===== src/rtl/enable_gen_if.sv =====
// rtl/enable_gen_if.sv - control/status bundle between a run controller and enable_gen
// Ports (seen from the slave, i.e. enable_gen):
//    start, stop, mode, div, burst_len  -> inputs: run request, abort, mode select, period-1, burst length
//    enable, busy, done, pulse_cnt      -> outputs: strobe, run in progress, burst complete, pulses emitted
interface enable_gen_if #(
   parameter int DIV_WIDTH   = 8,
   parameter int BURST_WIDTH = 8
);
   logic                   start;
   logic                   stop;
   logic                   mode;
   logic [DIV_WIDTH-1:0]   div;
   logic [BURST_WIDTH-1:0] burst_len;
   logic                   enable;
   logic                   busy;
   logic                   done;
   logic [BURST_WIDTH-1:0] pulse_cnt;

   modport master (
      output start, stop, mode, div, burst_len,
      input  enable, busy, done, pulse_cnt
   );

   modport slave (
      input  start, stop, mode, div, burst_len,
      output enable, busy, done, pulse_cnt
   );
endinterface


===== src/rtl/enable_gen.sv =====
// rtl/enable_gen.sv - programmable enable strobe generator, continuous or fixed-length burst
// Ports:
//    clk    rising-edge clock
//    reset  asynchronous active-low reset
//    bus    enable_gen_if.slave: start/stop/mode/div/burst_len in, enable/busy/done/pulse_cnt out
module enable_gen #(
   parameter int DIV_WIDTH   = 8,
   parameter int BURST_WIDTH = 8
) (
   input  logic        clk,
   input  logic        reset,
   enable_gen_if.slave bus
);

   typedef enum logic [1:0] {
      IDLE = 2'd0,
      RUN  = 2'd1,
      DONE = 2'd2
   } state_t;

   state_t                 state, state_nxt;
   logic [DIV_WIDTH-1:0]   prescaler, prescaler_nxt;
   logic [DIV_WIDTH-1:0]   div_q, div_nxt;
   logic [BURST_WIDTH-1:0] len_q, len_nxt;
   logic [BURST_WIDTH-1:0] cnt_q, cnt_nxt;
   logic [BURST_WIDTH-1:0] cnt_inc;
   logic                   mode_q, mode_nxt;
   logic                   enable_q, enable_nxt;
   logic                   busy_q, busy_nxt;
   logic                   done_q, done_nxt;

   // Wraps naturally in continuous mode.
   assign cnt_inc = cnt_q + BURST_WIDTH'(1);

   always_ff @(posedge clk or negedge reset) begin
      if (!reset) begin
         state     <= IDLE;
         prescaler <= '0;
         div_q     <= '0;
         len_q     <= '0;
         cnt_q     <= '0;
         mode_q    <= 1'b0;
         enable_q  <= 1'b0;
         busy_q    <= 1'b0;
         done_q    <= 1'b0;
      end else begin
         state     <= state_nxt;
         prescaler <= prescaler_nxt;
         div_q     <= div_nxt;
         len_q     <= len_nxt;
         cnt_q     <= cnt_nxt;
         mode_q    <= mode_nxt;
         enable_q  <= enable_nxt;
         busy_q    <= busy_nxt;
         done_q    <= done_nxt;
      end
   end

   always_comb begin
      state_nxt     = state;
      prescaler_nxt = prescaler;
      div_nxt       = div_q;
      len_nxt       = len_q;
      cnt_nxt       = cnt_q;
      mode_nxt      = mode_q;
      busy_nxt      = busy_q;
      enable_nxt    = 1'b0;
      done_nxt      = 1'b0;

      case (state)
         IDLE: begin
            // stop beats a coincident start
            if (bus.start && !bus.stop) begin
               div_nxt       = bus.div;
               len_nxt       = bus.burst_len;
               mode_nxt      = bus.mode;
               prescaler_nxt = '0;
               cnt_nxt       = '0;
               if (bus.mode && (bus.burst_len == '0)) begin
                  // Empty burst: report completion immediately, never look busy.
                  state_nxt = DONE;
                  done_nxt  = 1'b1;
               end else begin
                  state_nxt = RUN;
                  busy_nxt  = 1'b1;
               end
            end
         end

         RUN: begin
            if (bus.stop) begin
               // Abort wins over a terminal count on the same edge; count is kept.
               state_nxt = IDLE;
               busy_nxt  = 1'b0;
            end else if (prescaler == div_q) begin
               enable_nxt    = 1'b1;
               prescaler_nxt = '0;
               cnt_nxt       = cnt_inc;
               if (mode_q && (cnt_inc == len_q)) begin
                  state_nxt = DONE;
                  busy_nxt  = 1'b0;
               end
            end else begin
               prescaler_nxt = prescaler + DIV_WIDTH'(1);
            end
         end

         DONE: begin
            // Entered either with done already set (empty burst) or straight
            // after the final enable; in the latter case raise done for one cycle.
            if (!done_q) begin
               done_nxt = 1'b1;
            end else begin
               state_nxt = IDLE;
            end
         end

         default: begin
            state_nxt = IDLE;
            busy_nxt  = 1'b0;
         end
      endcase
   end

   assign bus.enable    = enable_q;
   assign bus.busy      = busy_q;
   assign bus.done      = done_q;
   assign bus.pulse_cnt = cnt_q;

endmodule


===== src/flat_wrapper.sv =====
// flat-port wrapper written by rule: the top's interface ports become plain ports
module enable_gen_flat 
#(
   parameter int DIV_WIDTH   = 8,
   parameter int BURST_WIDTH = 8
)
  (clk, reset, bus_start, bus_stop, bus_mode, bus_div, bus_burst_len, bus_enable, bus_busy, bus_done, bus_pulse_cnt);
  enable_gen_if #(.DIV_WIDTH(DIV_WIDTH), .BURST_WIDTH(BURST_WIDTH)) bus_i ();
  input  logic clk;
  input  logic reset;
  input wire logic [$bits(bus_i.start)-1:0] bus_start;
  input wire logic [$bits(bus_i.stop)-1:0] bus_stop;
  input wire logic [$bits(bus_i.mode)-1:0] bus_mode;
  input wire logic [$bits(bus_i.div)-1:0] bus_div;
  input wire logic [$bits(bus_i.burst_len)-1:0] bus_burst_len;
  output wire logic [$bits(bus_i.enable)-1:0] bus_enable;
  output wire logic [$bits(bus_i.busy)-1:0] bus_busy;
  output wire logic [$bits(bus_i.done)-1:0] bus_done;
  output wire logic [$bits(bus_i.pulse_cnt)-1:0] bus_pulse_cnt;
  assign bus_i.start = bus_start;
  assign bus_i.stop = bus_stop;
  assign bus_i.mode = bus_mode;
  assign bus_i.div = bus_div;
  assign bus_i.burst_len = bus_burst_len;
  assign bus_enable = bus_i.enable;
  assign bus_busy = bus_i.busy;
  assign bus_done = bus_i.done;
  assign bus_pulse_cnt = bus_i.pulse_cnt;
  enable_gen #(.DIV_WIDTH(DIV_WIDTH), .BURST_WIDTH(BURST_WIDTH)) u_core (.clk(clk), .reset(reset), .bus(bus_i));
endmodule

===== config.mk =====
export PLATFORM = sky130hd
export DESIGN_NAME = enable_gen_flat
export DESIGN_NICKNAME = d
export VERILOG_FILES = /design/src/rtl/enable_gen_if.sv /design/src/rtl/enable_gen.sv /design/src/flat_wrapper.sv
export SDC_FILE = /design/constraint.sdc
export NUM_CORES = 1
export LEC_CHECK = 0
export BUFFER_PORTS_ARGS = -buffer_cell sky130_fd_sc_hd__buf_2
export CAP_MARGIN = 20
export CORE_MARGIN = 1.5
export CORE_UTILIZATION = 60
export DETAILED_ROUTE_END_ITERATION = 10
export PLACE_DENSITY = 0.89
export SLEW_MARGIN = 20
export SYNTH_ARGS = -nofsm -noshare
export SYNTH_HDL_FRONTEND = slang
export SYNTH_SLANG_ARGS = --single-unit

===== constraint.sdc =====
create_clock -name clk -period 3.85 [get_ports clk]
set_clock_uncertainty 0.2 [all_clocks]
set_input_delay 0.77 -clock clk [delete_from_list [all_inputs] [get_ports clk]]
set_output_delay 0.77 -clock clk [all_outputs]
set_load 0.05 [all_outputs]

==> results.cfg <==
[timing]
period_share = 0.616
drv_slew = 0
setup_tns_ps = 0
setup_viol = 0
rsz0062_at_grt = no
finalCriticalPeriod_ps = 2370
slew_headroom = 0.456
tightest_slew_ps = 817
report.final.hold_viol_count = 0
max_freq_mhz = 421

[worst_setup_path]
cp.required_ps = 3870
crit_fanout = 7
arrival_ps = 2390
crit_family = simple AND/OR/NAND/NOR gates
cp.buffers_inverters = 0
crit_path_max_incr_delay_ps = 460
cp-start-kind = register
crit_slowest_cell = dfrtp_1
critPathCaptureType = register
crit_chain = ha_1 -> and3_1 -> and3_4 -> xnor2_1 -> or3_4 -> nor3_2 -> o221ai_1
rrSetupSlack_ps = 1480
crit_type = reg -> reg

[route]
drc = 0
drt_wl_total_um = 4010
drt-vias-per-instance = 5.75
ant_nets = 0
initialDrtViolationCount = 70
vias = 1496
drt-pass1-iter-count = 4
wl_per_cell_um = 15.4

[logic_synthesis]
ys.flop_type = dfrtp_1
syn_area_per_cell_sq_um = 10.9
synth_async_sr_flop_share = 1.00
yosysSeqAreaShare = 0.488
syn-num-nets = 202
synth-edff-count = 0
ys_types = 37
ys_warn_count = 0
synth_area_sq_mm = 0.00195
ys_ff_latch = 38
syn_inst = 179

[power_and_ir_drop]
fin_total_pwr_uw = 886
ir_worst_vdd_mv = 0.286
p_per_area_mw_per_mm2 = 400
p_leak_nw = 1.03

[cells_and_area]
n_antenna_cell = 0
ff_latch_area_sq_um = 951
final_nets = 238
drive_gt1_frac = 0.292
areaGrowthSynthToFinish_pct = 13.6
multi_input_area_sq_um = 965
fill_cells = 235
design_area_sq_mm = 0.00221

[grt]
grt_max_degree = 39
grt_first_pass_wirelength_um = 6710
antenna_found_initial = 0
overflow = 0
grt_pass1_vias = 1403
grt_usage = 0.260

[clock_network]
cts-buffers-inserted = 5
max-clock-path-buffers = 2
cts_hold_buf = 0
cts_max_level = 2
cts_setup_buffers = 0
cts_resized = 0
cts_tree = built
cts.sinks = 38
insertion_delay_ps = 360
clkTransAtPathRegs_ps = 120
root_buffer = clkbuf_4

[placed_design]
portBuffers = 31
hpwl_um = 2880
finalWeightedCongestion = 0.880
place_area_sq_mm = 0.00215

[floorplanning]
ios = 32
die_h_um = 60.0
die_w_um = 60.0
start_util = 0.633
coreArea_sq_mm = 0.00308
rows = 20
die_area_sq_mm = 0.00360

[hold_path]
hold_path.class = in -> async

[run_status]
outcome = finished, final reports clean

[flow_run]
maxCapViolCount = 0
## Yosys cell counts (2+ instances only)
cell,n,area (sq um)
a21o_1,2,15.0
and2_1,2,12.5
and3_1,4,25.0
buf_2,2,10.0
dfrtp_1,38,951
ha_1,2,25.0
inv_1,5,18.8
mux2_2,17,191
nand2_1,12,45.0
nand2b_1,3,18.8
nand3_1,8,40.0
nor2_1,12,45.0
nor2b_1,4,25.0
nor3_1,2,10.0
nor4_2,3,37.5
o21ai_0,15,75.1
o21ai_1,5,25.0
o31ai_1,3,22.5
o41ai_1,3,26.3
xnor2_1,9,78.8
xor2_1,12,105
## worst register-to-register path, stage by stage (launching register included)
cell and delay, ps:
dfrtp_1 460, ha_1 300, and3_1 230, and3_4 200, xnor2_1 130, or3_4 350, nor3_2 250, o221ai_1 140
## state kept, by name (all words and copies together), names as in the netlist
signal / count
u_core.bus.busy: 1
u_core.bus.pulse_cnt: 8
u_core.bus.done: 1
u_core.mode_q: 1
u_core.bus.enable: 1
u_core.state: 2
u_core.div_q: 8
u_core.prescaler: 8
u_core.len_q: 8
## cell usage in the layout (no fill, tap or decap), types with 4 or more instances in the layout
cell type and count:
o21ai_1 5, xor2_1 12, buf_2 31, o21ai_0 15
mux2_2 17, clkbuf_4 5, nand2_1 12, nand3_1 8
xnor2_1 9, nor2_1 12, dfrtp_1 38, inv_1 5
nor2b_1 4, and3_1 4
## kinds of logic (layout without fill, tap and decap cells)
family,Yosys count,count (layout),share of synthesized area
compound gates,34,34,0.110
xor+xnor,21,21,0.0944
fa+ha+maj,2,2,0.0128
buf+inv,8,45,0.0167
flops,38,38,0.488
mux,17,17,0.0983
simple gates,59,59,0.180
## stage by stage
stage	setup slack, ps	hold WS [ps]	instances	util
after floorplan	1400	274	179	-
after global placement	1510	299	252	0.699
after detailed placement	1450	310	252	0.699
after CTS	1480	325	260	0.719
after global routing	1270	360	260	0.719
final	1480	283	260	0.719
## area by class of cell
type	count	share of cell area
flip-flops and latches	38	0.430
well taps	44	0.0249
inverters	5	0.00848
multi-input cells	133	0.436
clock buffers	7	0.0249
clock inverters	1	0.00226
repair buffers	32	0.0735
## report_power, final
group / switching (mW) / total, mW / internal (mW) / leakage [nW]
Clock: 0.130 / 0.219 / 0.0884 / 0.0353
Sequential: 0.0439 / 0.491 / 0.448 / 0.487
Combinational: 0.0892 / 0.175 / 0.0859 / 0.508
## metal layers
layer / track usage / part of all wire / vias up
met5: 0 / 0 / -
met4: 0.0857 / 0.014 / 0
met3: 0.0714 / 0.074 / 5
met2: 0.388 / 0.47 / 60
met1: 0.368 / 0.44 / 718
li1: - / - / 713
## worst paths after layout
path,cells after the start,startpoint,to
worst min-delay path,1,reset,u_core.prescaler[0]$_DFFE_PN0P_
max in group asynchronous,1,reset,u_core.bus.pulse_cnt[3]$_DFFE_PN0P_
min in group clk,1,u_core.bus.pulse_cnt[7]$_DFFE_PN0P_,u_core.bus.pulse_cnt[7]$_DFFE_PN0P_
worst max-delay path,7,u_core.bus.pulse_cnt[0]$_DFFE_PN0P_,u_core.bus.busy$_DFFE_PN0P_
worst max register to register,7,u_core.bus.pulse_cnt[0]$_DFFE_PN0P_,u_core.bus.busy$_DFFE_PN0P_
worst min register to register,1,u_core.bus.pulse_cnt[7]$_DFFE_PN0P_,u_core.bus.pulse_cnt[7]$_DFFE_PN0P_
Note: power is estimated with default switching activity, not from simulation.
